[src/rtl/signed_muldiv_pkg.sv]
// Shared types and constants for the sequential signed multiply/divide unit.
package signed_muldiv_pkg;

  typedef enum logic [1:0] {
    IDLE = 2'd0,
    CALC = 2'd1,
    DONE = 2'd2
  } state_t;

  localparam logic OP_MUL = 1'b1;
  localparam logic OP_DIV = 1'b0;

  // The iteration counter must be able to hold the value n itself.
  function automatic int cnt_width(input int n);
    return $clog2(n) + 1;
  endfunction

endpackage

[src/rtl/sm_conv.sv]
// Two's-complement <-> sign/magnitude converter.
// The same conditional negation turns a signed value into its magnitude and
// turns a magnitude back into a signed value.
module sm_conv #(
  parameter int W = 4
) (
  input  logic [W-1:0] data,
  input  logic         negate,
  output logic [W-1:0] result
);

  assign result = negate ? (~data + W'(1)) : data;

endmodule

[src/rtl/signed_muldiv_seq.sv]
// Sequential signed multiplier (shift-add) and divider (restoring), one step
// per clock, working on magnitudes and fixing the sign at the end.
module signed_muldiv_seq
  import signed_muldiv_pkg::*;
#(
  parameter int N = 4
) (
  input  logic         clk,
  input  logic         rst_n,
  input  logic         start,
  input  logic         sel,
  input  logic [N-1:0] A,
  input  logic [N-1:0] B,
  output logic         busy,
  output logic         valid,
  output logic         error,
  output logic [N-1:0] m,
  output logic [N-1:0] r
);

  localparam int CW = cnt_width(N);
  localparam logic [CW-1:0] LAST_STEP = CW'(N - 1);
  localparam logic [N-1:0] MIN_VAL = {1'b1, {(N-1){1'b0}}};

  state_t        state;
  logic [CW-1:0] cnt;
  logic          op;
  logic [N:0]    a_mag;
  logic [N:0]    b_mag;
  logic          res_neg;
  logic          rem_neg;
  logic          ovf;
  logic [2*N:0]  acc;

  logic [N:0]    a_mag_in;
  logic [N:0]    b_mag_in;
  logic [N+1:0]  mul_sum;
  logic [2*N:0]  mul_next;
  logic [N:0]    div_trial;
  logic          div_ge;
  logic [N:0]    div_rem;
  logic [2*N:0]  div_next;
  logic [2*N:0]  step_next;
  logic [2*N-1:0] prod_s;
  logic [N-1:0]  quo_s;
  logic [N-1:0]  rem_s;

  // Operand entry: N+1-bit magnitudes so that -2^(N-1) is representable.
  sm_conv #(.W(N+1)) u_conv_a (.data({A[N-1], A}), .negate(A[N-1]), .result(a_mag_in));
  sm_conv #(.W(N+1)) u_conv_b (.data({B[N-1], B}), .negate(B[N-1]), .result(b_mag_in));

  // Result exit: product and quotient take the combined sign, the remainder
  // takes the sign of the dividend.
  sm_conv #(.W(2*N)) u_conv_p (.data(step_next[2*N-1:0]), .negate(res_neg), .result(prod_s));
  sm_conv #(.W(N))   u_conv_q (.data(step_next[N-1:0]),   .negate(res_neg), .result(quo_s));
  sm_conv #(.W(N))   u_conv_r (.data(step_next[2*N-1:N]), .negate(rem_neg), .result(rem_s));

  // One iteration of either algorithm; acc holds {high/remainder, low/quotient}.
  always_comb begin
    mul_sum   = {1'b0, acc[2*N:N]} + (acc[0] ? {1'b0, a_mag} : '0);
    mul_next  = {mul_sum, acc[N-1:1]};
    div_trial = {acc[2*N-1:N], acc[N-1]};
    div_ge    = (div_trial >= b_mag);
    div_rem   = div_ge ? (div_trial - b_mag) : div_trial;
    div_next  = {div_rem, acc[N-2:0], div_ge};
    step_next = (op == OP_MUL) ? mul_next : div_next;
  end

  // Control FSM with registered outputs; the final step and the result load
  // happen on the same edge so valid follows N steps after acceptance.
  always_ff @(posedge clk or negedge rst_n) begin
    if (!rst_n) begin
      state   <= IDLE;
      cnt     <= '0;
      op      <= 1'b0;
      a_mag   <= '0;
      b_mag   <= '0;
      res_neg <= 1'b0;
      rem_neg <= 1'b0;
      ovf     <= 1'b0;
      acc     <= '0;
      busy    <= 1'b0;
      valid   <= 1'b0;
      error   <= 1'b0;
      m       <= '0;
      r       <= '0;
    end else begin
      valid <= 1'b0;
      case (state)
        IDLE, DONE: begin
          state <= IDLE;
          if (start) begin
            op      <= sel;
            a_mag   <= a_mag_in;
            b_mag   <= b_mag_in;
            res_neg <= A[N-1] ^ B[N-1];
            rem_neg <= A[N-1];
            ovf     <= (sel == OP_DIV) && (A == MIN_VAL) && (B == '1);
            cnt     <= '0;
            acc     <= {{(N+1){1'b0}}, (sel == OP_MUL) ? b_mag_in[N-1:0] : a_mag_in[N-1:0]};
            if ((sel == OP_DIV) && (B == '0)) begin
              state <= DONE;
              valid <= 1'b1;
              error <= 1'b1;
              m     <= '1;
              r     <= A;
            end else begin
              state <= CALC;
              busy  <= 1'b1;
            end
          end
        end
        CALC: begin
          acc <= step_next;
          cnt <= cnt + 1'b1;
          if (cnt == LAST_STEP) begin
            state <= DONE;
            busy  <= 1'b0;
            valid <= 1'b1;
            error <= ovf;
            if (op == OP_MUL) begin
              {m, r} <= prod_s;
            end else begin
              m <= quo_s;
              r <= rem_s;
            end
          end
        end
        default: begin
          state <= IDLE;
          busy  <= 1'b0;
        end
      endcase
    end
  end

endmodule

[config.mk]
export PLATFORM = sky130hd
export DESIGN_NAME = signed_muldiv_seq
export DESIGN_NICKNAME = d
export VERILOG_FILES = /design/src/rtl/signed_muldiv_pkg.sv /design/src/rtl/sm_conv.sv /design/src/rtl/signed_muldiv_seq.sv
export SDC_FILE = /design/constraint.sdc
export NUM_CORES = 1
export LEC_CHECK = 0
export ABC_AREA = 1
export CORE_ASPECT_RATIO = 1.1
export CORE_UTILIZATION = 55
export DETAILED_ROUTE_END_ITERATION = 8
export PLACE_DENSITY_LB_ADDON = 0.2
export SLEW_MARGIN = 20
export SYNTH_ARGS = -nofsm -noshare
export SYNTH_HDL_FRONTEND = slang
export SYNTH_SLANG_ARGS = --single-unit
[constraint.sdc]
create_clock -name clk -period 2.7 [get_ports clk]
set_clock_uncertainty 0.15 [all_clocks]
set_input_delay 0.54 -clock clk [delete_from_list [all_inputs] [get_ports clk]]
set_output_delay 0.54 -clock clk [all_outputs]
set_load 0.1 [all_outputs]
==> results_dict.tcl, run 1 <==
set metrics [dict create \
    seq_area_frac_synth_pct 36.9 \
    criticalPathCategory "register to register" \
    core_sq_um 4620 \
    antenna_found_initial 0 \
    ioPinCount 23 \
    hold_slack_ns 0.208 \
    dr_total_vias 2395 \
    synth_area_sq_um 2650 \
    drive_gt1_share_pct 12.6 \
    worstPathMaxFanout 5 \
    grt_max_degree 40 \
    synthTopCellsByArea "dfrtp_1 (37%), nand2_1 (14%), inv_1 (7.7%)" \
    die-area_sq_um 5090 \
    finalWirelength_um 6190 \
    worst_pin_slew_ns 0.882 \
    timing.final.crit_share_pct 92.2 \
    synthAdderAreaFrac_pct 9.08 \
    cts_sinks 39 \
    gr-total-overflow 0 \
    layout_common_cells "nand2_1 (97), inv_1 (54), dfrtp_1 (38), nor2_1 (27), o21ai_0 (25)" \
    startpoint_type "register" \
    critical-path-max-stage-delay_ns 0.44 \
    yosysWarnings 0 \
    place.gp.congestion 0.935 \
    placed_cell_area_sq_um 2890 \
    clk_pin_slew_worst_paths_ns 0.08 \
    synth_seq_cells 39 \
    cts_buffers 5 \
    ant_nets 0 \
    slew_viol_final 0 \
    clock-root-buffer "clkbuf_8" \
    final_nets 418 \
    insertion_delay_ns 0.29 \
    slew_headroom_pct 41.2 \
    setup_viol 0 \
    synth-simple-area-share_pct 29.0 \
    fin_crit_ns 2.49 \
    crit_path_end_kind "register" \
    syn_nets 390 \
    start_util_pct 57.3 \
    hold_viol_final 0 \
    dieWidth_um 68.1 \
    area_growth_pct 13.3 \
    setup-tns-final_ns 0 \
    syn_avg_cell_area_sq_um 7.35 \
    cap_violations 0 \
    synth_top_family_by_area "simple AND/OR/NAND/NOR gates" \
    muxShareOfSynthArea_pct 0 \
    cp.required_ns 2.73 \
    ys.flop_type "dfrtp_1" \
    yosysTopAreaCell "dfrtp_1" \
    synth-xor-area-share_pct 2.32 \
    drc 0 \
    synth-edff-count 0 \
    vias_per_cell 5.38 \
    diodes 0 \
    path_delay_family "simple AND/OR/NAND/NOR gates" \
    synthDominantCellAreaShare_pct 36.9 \
    wire_per_inst_um 13.9 \
    critical_path_arrival_ns 2.52 \
    synth_compound_area_share_pct 13.2 \
    final_cell_area_sq_um 3000 \
    outcome "completed" \
    cp_slowest_cell "dfrtp_1" \
    worstHoldPathType "input port to asynchronous set/reset pin" \
    drtPass1Iterations 4 \
    path_buf_inv 1 \
    rows 26 \
    synthCells 360 \
    fin_ws_ns 0.210 \
    die_h_um 74.8 \
    cts_buffer_depth 2 \
    layout_commonest_cell "nand2_1" \
    htree_num_levels 2 \
    grt_pass1_wl_um 10300 \
    drt_iter0_markers 148 \
    pre_cts_slack_ns 0.150 \
    grt_pass1_vias 2231 \
    ys_types 34 \
    numPortBuffers 22 \
    cts_tree "done" \
    max_freq_mhz 402 \
    hpwlAfterDp_um 4790 \
    critical_path.cell_chain "ha_1 -> nand3_1 -> nor2_2 -> nor2_4 -> nand3_2 -> nand2_2 -> ha_1 -> a21oi_1 -> inv_1 -> or2_2 -> nand3_1 -> a31oi_1" \
    synthArstFlopShare_pct 100 \
    grt_usage_pct 27.4 \
    rsz0062_at_grt "false" \
]
==> registers in the layout (all words and copies together), names as in the netlist <==
signal   cells
res_neg      1
busy         1
state        2
ovf          1
acc          9
m            4
rem_neg      1
error        1
r            4
b_mag        5
cnt          3
valid        1
a_mag        5
op           1
==> per-layer routing <==
layer / vias to the layer above / GRT usage (%) / routed length [um]
met2: 73 / 44.6 / 2990
met5: - / 0 / 0
met3: 15 / 5.30 / 305
met1: 1090 / 35.6 / 2750
li1: 1217 / - / -
met4: 0 / 10.6 / 136
==> kinds of logic after synthesis <==
kind of cell,count (synthesis)
AOI/OAI and AO/OA,62
xor gates and xnor gates,7
adders and majority gates,18
buffers and inverters,63
DFF,39
and+or+nand+nor,171
==> timing repair <==
| item | in CTS | in global routing |
|---|---|---|
| endpoints found under the setup margin | 0 | 4 |
| setup buffers | 0 | 2 |
| hold buffers | 0 | 0 |
| gates resized for setup | 0 | 4 |
==> synthesized netlist by cell type, types with 2 or more instances <==
master	count
nor4_1	2
nand4_1	3
a21oi_1	18
buf_2	2
xor2_1	6
inv_1	54
nand2_2	6
fa_1	2
inv_2	2
nor2_2	4
nand2_4	2
clkbuf_1	3
nor2_1	27
o22ai_1	4
dfrtp_1	39
nand2_1	97
nor2_4	3
nand3b_1	2
o221ai_1	5
o21ai_1	2
o21ai_0	27
or2_2	2
nand3_1	21
nand3_2	2
ha_1	16
==> through the flow <==
| step | utilization [%] | cells |
|---|---|---|
| 6_report | 64.9 | 445 |
| 5_1_grt | 64.9 | 445 |
| 4_1_cts | 64.5 | 443 |
| 3_5_place_dp | 62.6 | 435 |
| 3_3_place_gp | 62.6 | 435 |
| 2_1_floorplan | - | 360 |
==> area by class of cell <==
cell class,count,area (sq um)
fillers,418,1620
multi-input cells,258,1420
flip-flops and latches,39,977
repair buffers,28,233
inverters,56,210
clock buffers,6,72.6
well taps,56,70.1
clock inverters,2,12.5
==> path summary, 6_finish.rpt <==
kind	from	endpoint	slack (ns)	cells past startpoint
max	acc[5]	m[0]	0.21	12
min	rst_n	acc[5]	0.21	1
max reg2reg	acc[5]	m[0]	0.21	12
min reg2reg	a_mag[2]	a_mag[2]	0.33	2
max in group asynchronous	rst_n	acc[0]	1.58	1
min in group clk	a_mag[2]	a_mag[2]	0.33	2
Power of run 1 is left out: the tool's default activity adds up to more than one toggle a clock period on the data nets, which glitch-free logic cannot reach.
==> inputs of run 2 (changes only) <==
--- a/config.mk
+++ b/config.mk
@@ -7,7 +7,7 @@
 export LEC_CHECK = 0
 export ABC_AREA = 1
 export CORE_ASPECT_RATIO = 1.1
-export CORE_UTILIZATION = 55
+export CORE_UTILIZATION = 45
 export DETAILED_ROUTE_END_ITERATION = 8
 export PLACE_DENSITY_LB_ADDON = 0.2
 export SLEW_MARGIN = 20
==> run 2 against run 1 <==
Net effect: maximum frequency increased by 1.4%; die area increased by 22%; final cell count increased by 4.7%; register-to-register slack improved by 0.04 ns; core utilization decreased by 9.9 points; largest cell class unchanged; highest routed layer unchanged.
==> results_dict.tcl, run 2 (synthesis results as in run 1) <==
set metrics [dict create \
    ff2ff_path_depth 12 \
    critical_path.cell_chain "ha_1 -> nand3_1 -> nor2_2 -> nor2_4 -> nand3_2 -> nand2_2 -> ha_1 -> a21oi_1 -> inv_1 -> or2_2 -> nand3_1 -> a31oi_1" \
    cp.depth 12 \
    cp.required_ns 2.74 \
    cp_slowest_cell "dfrtp_1" \
    grt_pass1_wl_um 10400 \
    grt_max_degree 40 \
    largest_reg_flops 9 \
    timing.final.crit_share_pct 90.9 \
    multi_input_area_sq_um 1420 \
    criticalPathCategory "register to register" \
    max_freq_mhz 407 \
    path_delay_family "simple AND/OR/NAND/NOR gates" \
    drc 0 \
    htree_num_levels 2 \
    crit_path_end_kind "register" \
    layout_commonest_cell "nand2_1" \
    slew_viol_final 0 \
    regArea_sq_um 977 \
    wire_per_inst_um 13.2 \
    setup-tns-final_ns 0 \
    rows 28 \
    final_nets 420 \
    rsz0062_at_grt "false" \
    startpoint_type "register" \
    worstReg2RegEnd "m[0]" \
    worstPathMaxFanout 5 \
    insertion_delay_ns 0.30 \
    cap_violations 0 \
    place.gp.congestion 0.873 \
    critPathCapture "m[0]" \
    antenna_found_initial 0 \
    path_buf_inv 1 \
    outcome "completed" \
    drive_gt1_share_pct 13.0 \
    start_util_pct 47.8 \
    die_h_um 82.4 \
    cts_hold_buffers 0 \
    grt_usage_pct 23.0 \
    cts_buffer_depth 2 \
    dp_cells 457 \
    grt_pass1_vias 2224 \
    cts_tree "done" \
    gr-total-overflow 0 \
    largestRegisters "acc (9), a_mag (5), b_mag (5)" \
    timing.rr.start "acc[5]" \
    hpwlAfterDp_um 4860 \
    ant_nets 0 \
    hold_viol_final 0 \
    cts_sinks 39 \
    setup.worst_path.start "acc[5]" \
    vias_per_cell 4.96 \
    reg2reg_slack_ns 0.24 \
    worstHoldPathType "input port to asynchronous set/reset pin" \
    drtPass1Iterations 4 \
    numPortBuffers 22 \
    area_growth_pct 15.2 \
    fin_crit_ns 2.46 \
    drt_iter0_markers 162 \
    critical-path-max-stage-delay_ns 0.42 \
    slew_headroom_pct 42.1 \
    core_sq_um 5540 \
    diodes 0 \
    dr_total_vias 2312 \
    finalWirelength_um 6130 \
    largest_register "acc" \
    cts_buffers 5 \
    ioPinCount 23 \
    worst_pin_slew_ns 0.869 \
    nFillCells 581 \
    setup_viol 0 \
    clock-root-buffer "clkbuf_8" \
    finalNonFillerCells 466 \
    critical_path_arrival_ns 2.49 \
    dieWidth_um 75.1 \
    layout_common_cells "nand2_1 (97), inv_1 (54), dfrtp_1 (38), nor2_1 (27), o21ai_0 (26)" \
    die-area_sq_um 6190 \
    clk_pin_slew_worst_paths_ns 0.08 \
]
## run 2: changes by cell type in the layout (fill, tap and decap cells not counted)
| cell | previous run | this run |
|---|---|---|
| a21boi_0 | 1 | 0 |
| a21boi_1 | 0 | 1 |
| buf_4 | 17 | 19 |
| clkbuf_8 | 5 | 6 |
| clkinv_2 | 1 | 0 |
| clkinv_4 | 0 | 1 |
| clkinvlp_4 | 1 | 0 |
| o21ai_0 | 25 | 26 |
| o21ai_1 | 3 | 2 |
## run 2: per-layer routing
metal  part of all wire (%)  global-route usage, %
met1                     49                   31.1
met4                    1.6                   7.17
met2                     46                   37.5
met3                    3.5                   3.88
met5                      0                      0
## run 2: what timing repair did
| item | CTS | global route |
|---|---|---|
| endpoints found under the hold margin | 0 | 0 |
| setup buffers | 0 | 1 |
| setup endpoints to repair | 0 | 2 |
| gates resized for setup | 0 | 4 |
## run 2: how the worst min path moves through the flow
stage               end  depth (start not counted)
3_5_place_dp     cnt[0]                          1
2_1_floorplan  a_mag[0]                          0
6_report       b_mag[2]                          1
4_1_cts          acc[3]                          1
3_3_place_gp     cnt[0]                          1
5_1_grt        b_mag[2]                          1
## run 2: metrics by stage
stage               hold slack [ns]  util [%]  worst slack, ns  instance area (sq um)
floorplan                    0.0944         -            0.407                   2650
global placement              0.318      53.1            0.238                   2940
detailed placement            0.322      53.1            0.189                   2940
CTS                           0.242      54.8            0.176                   3040
global route                  0.283      55.1           0.0206                   3050
finish                        0.201      55.1            0.245                   3050
## run 2: layout make-up
| class | count | area share (%) |
|---|---|---|
| Multi-Input combinational cell | 258 | 46.7 |
| Sequential cell | 39 | 32.1 |
| Timing Repair Buffer | 30 | 8.13 |
| Inverter | 56 | 6.90 |
| Tap cell | 75 | 3.08 |
| Clock buffer | 7 | 2.83 |
| Clock inverter | 1 | 0.287 |
Power of run 2 is left out for the same reason.
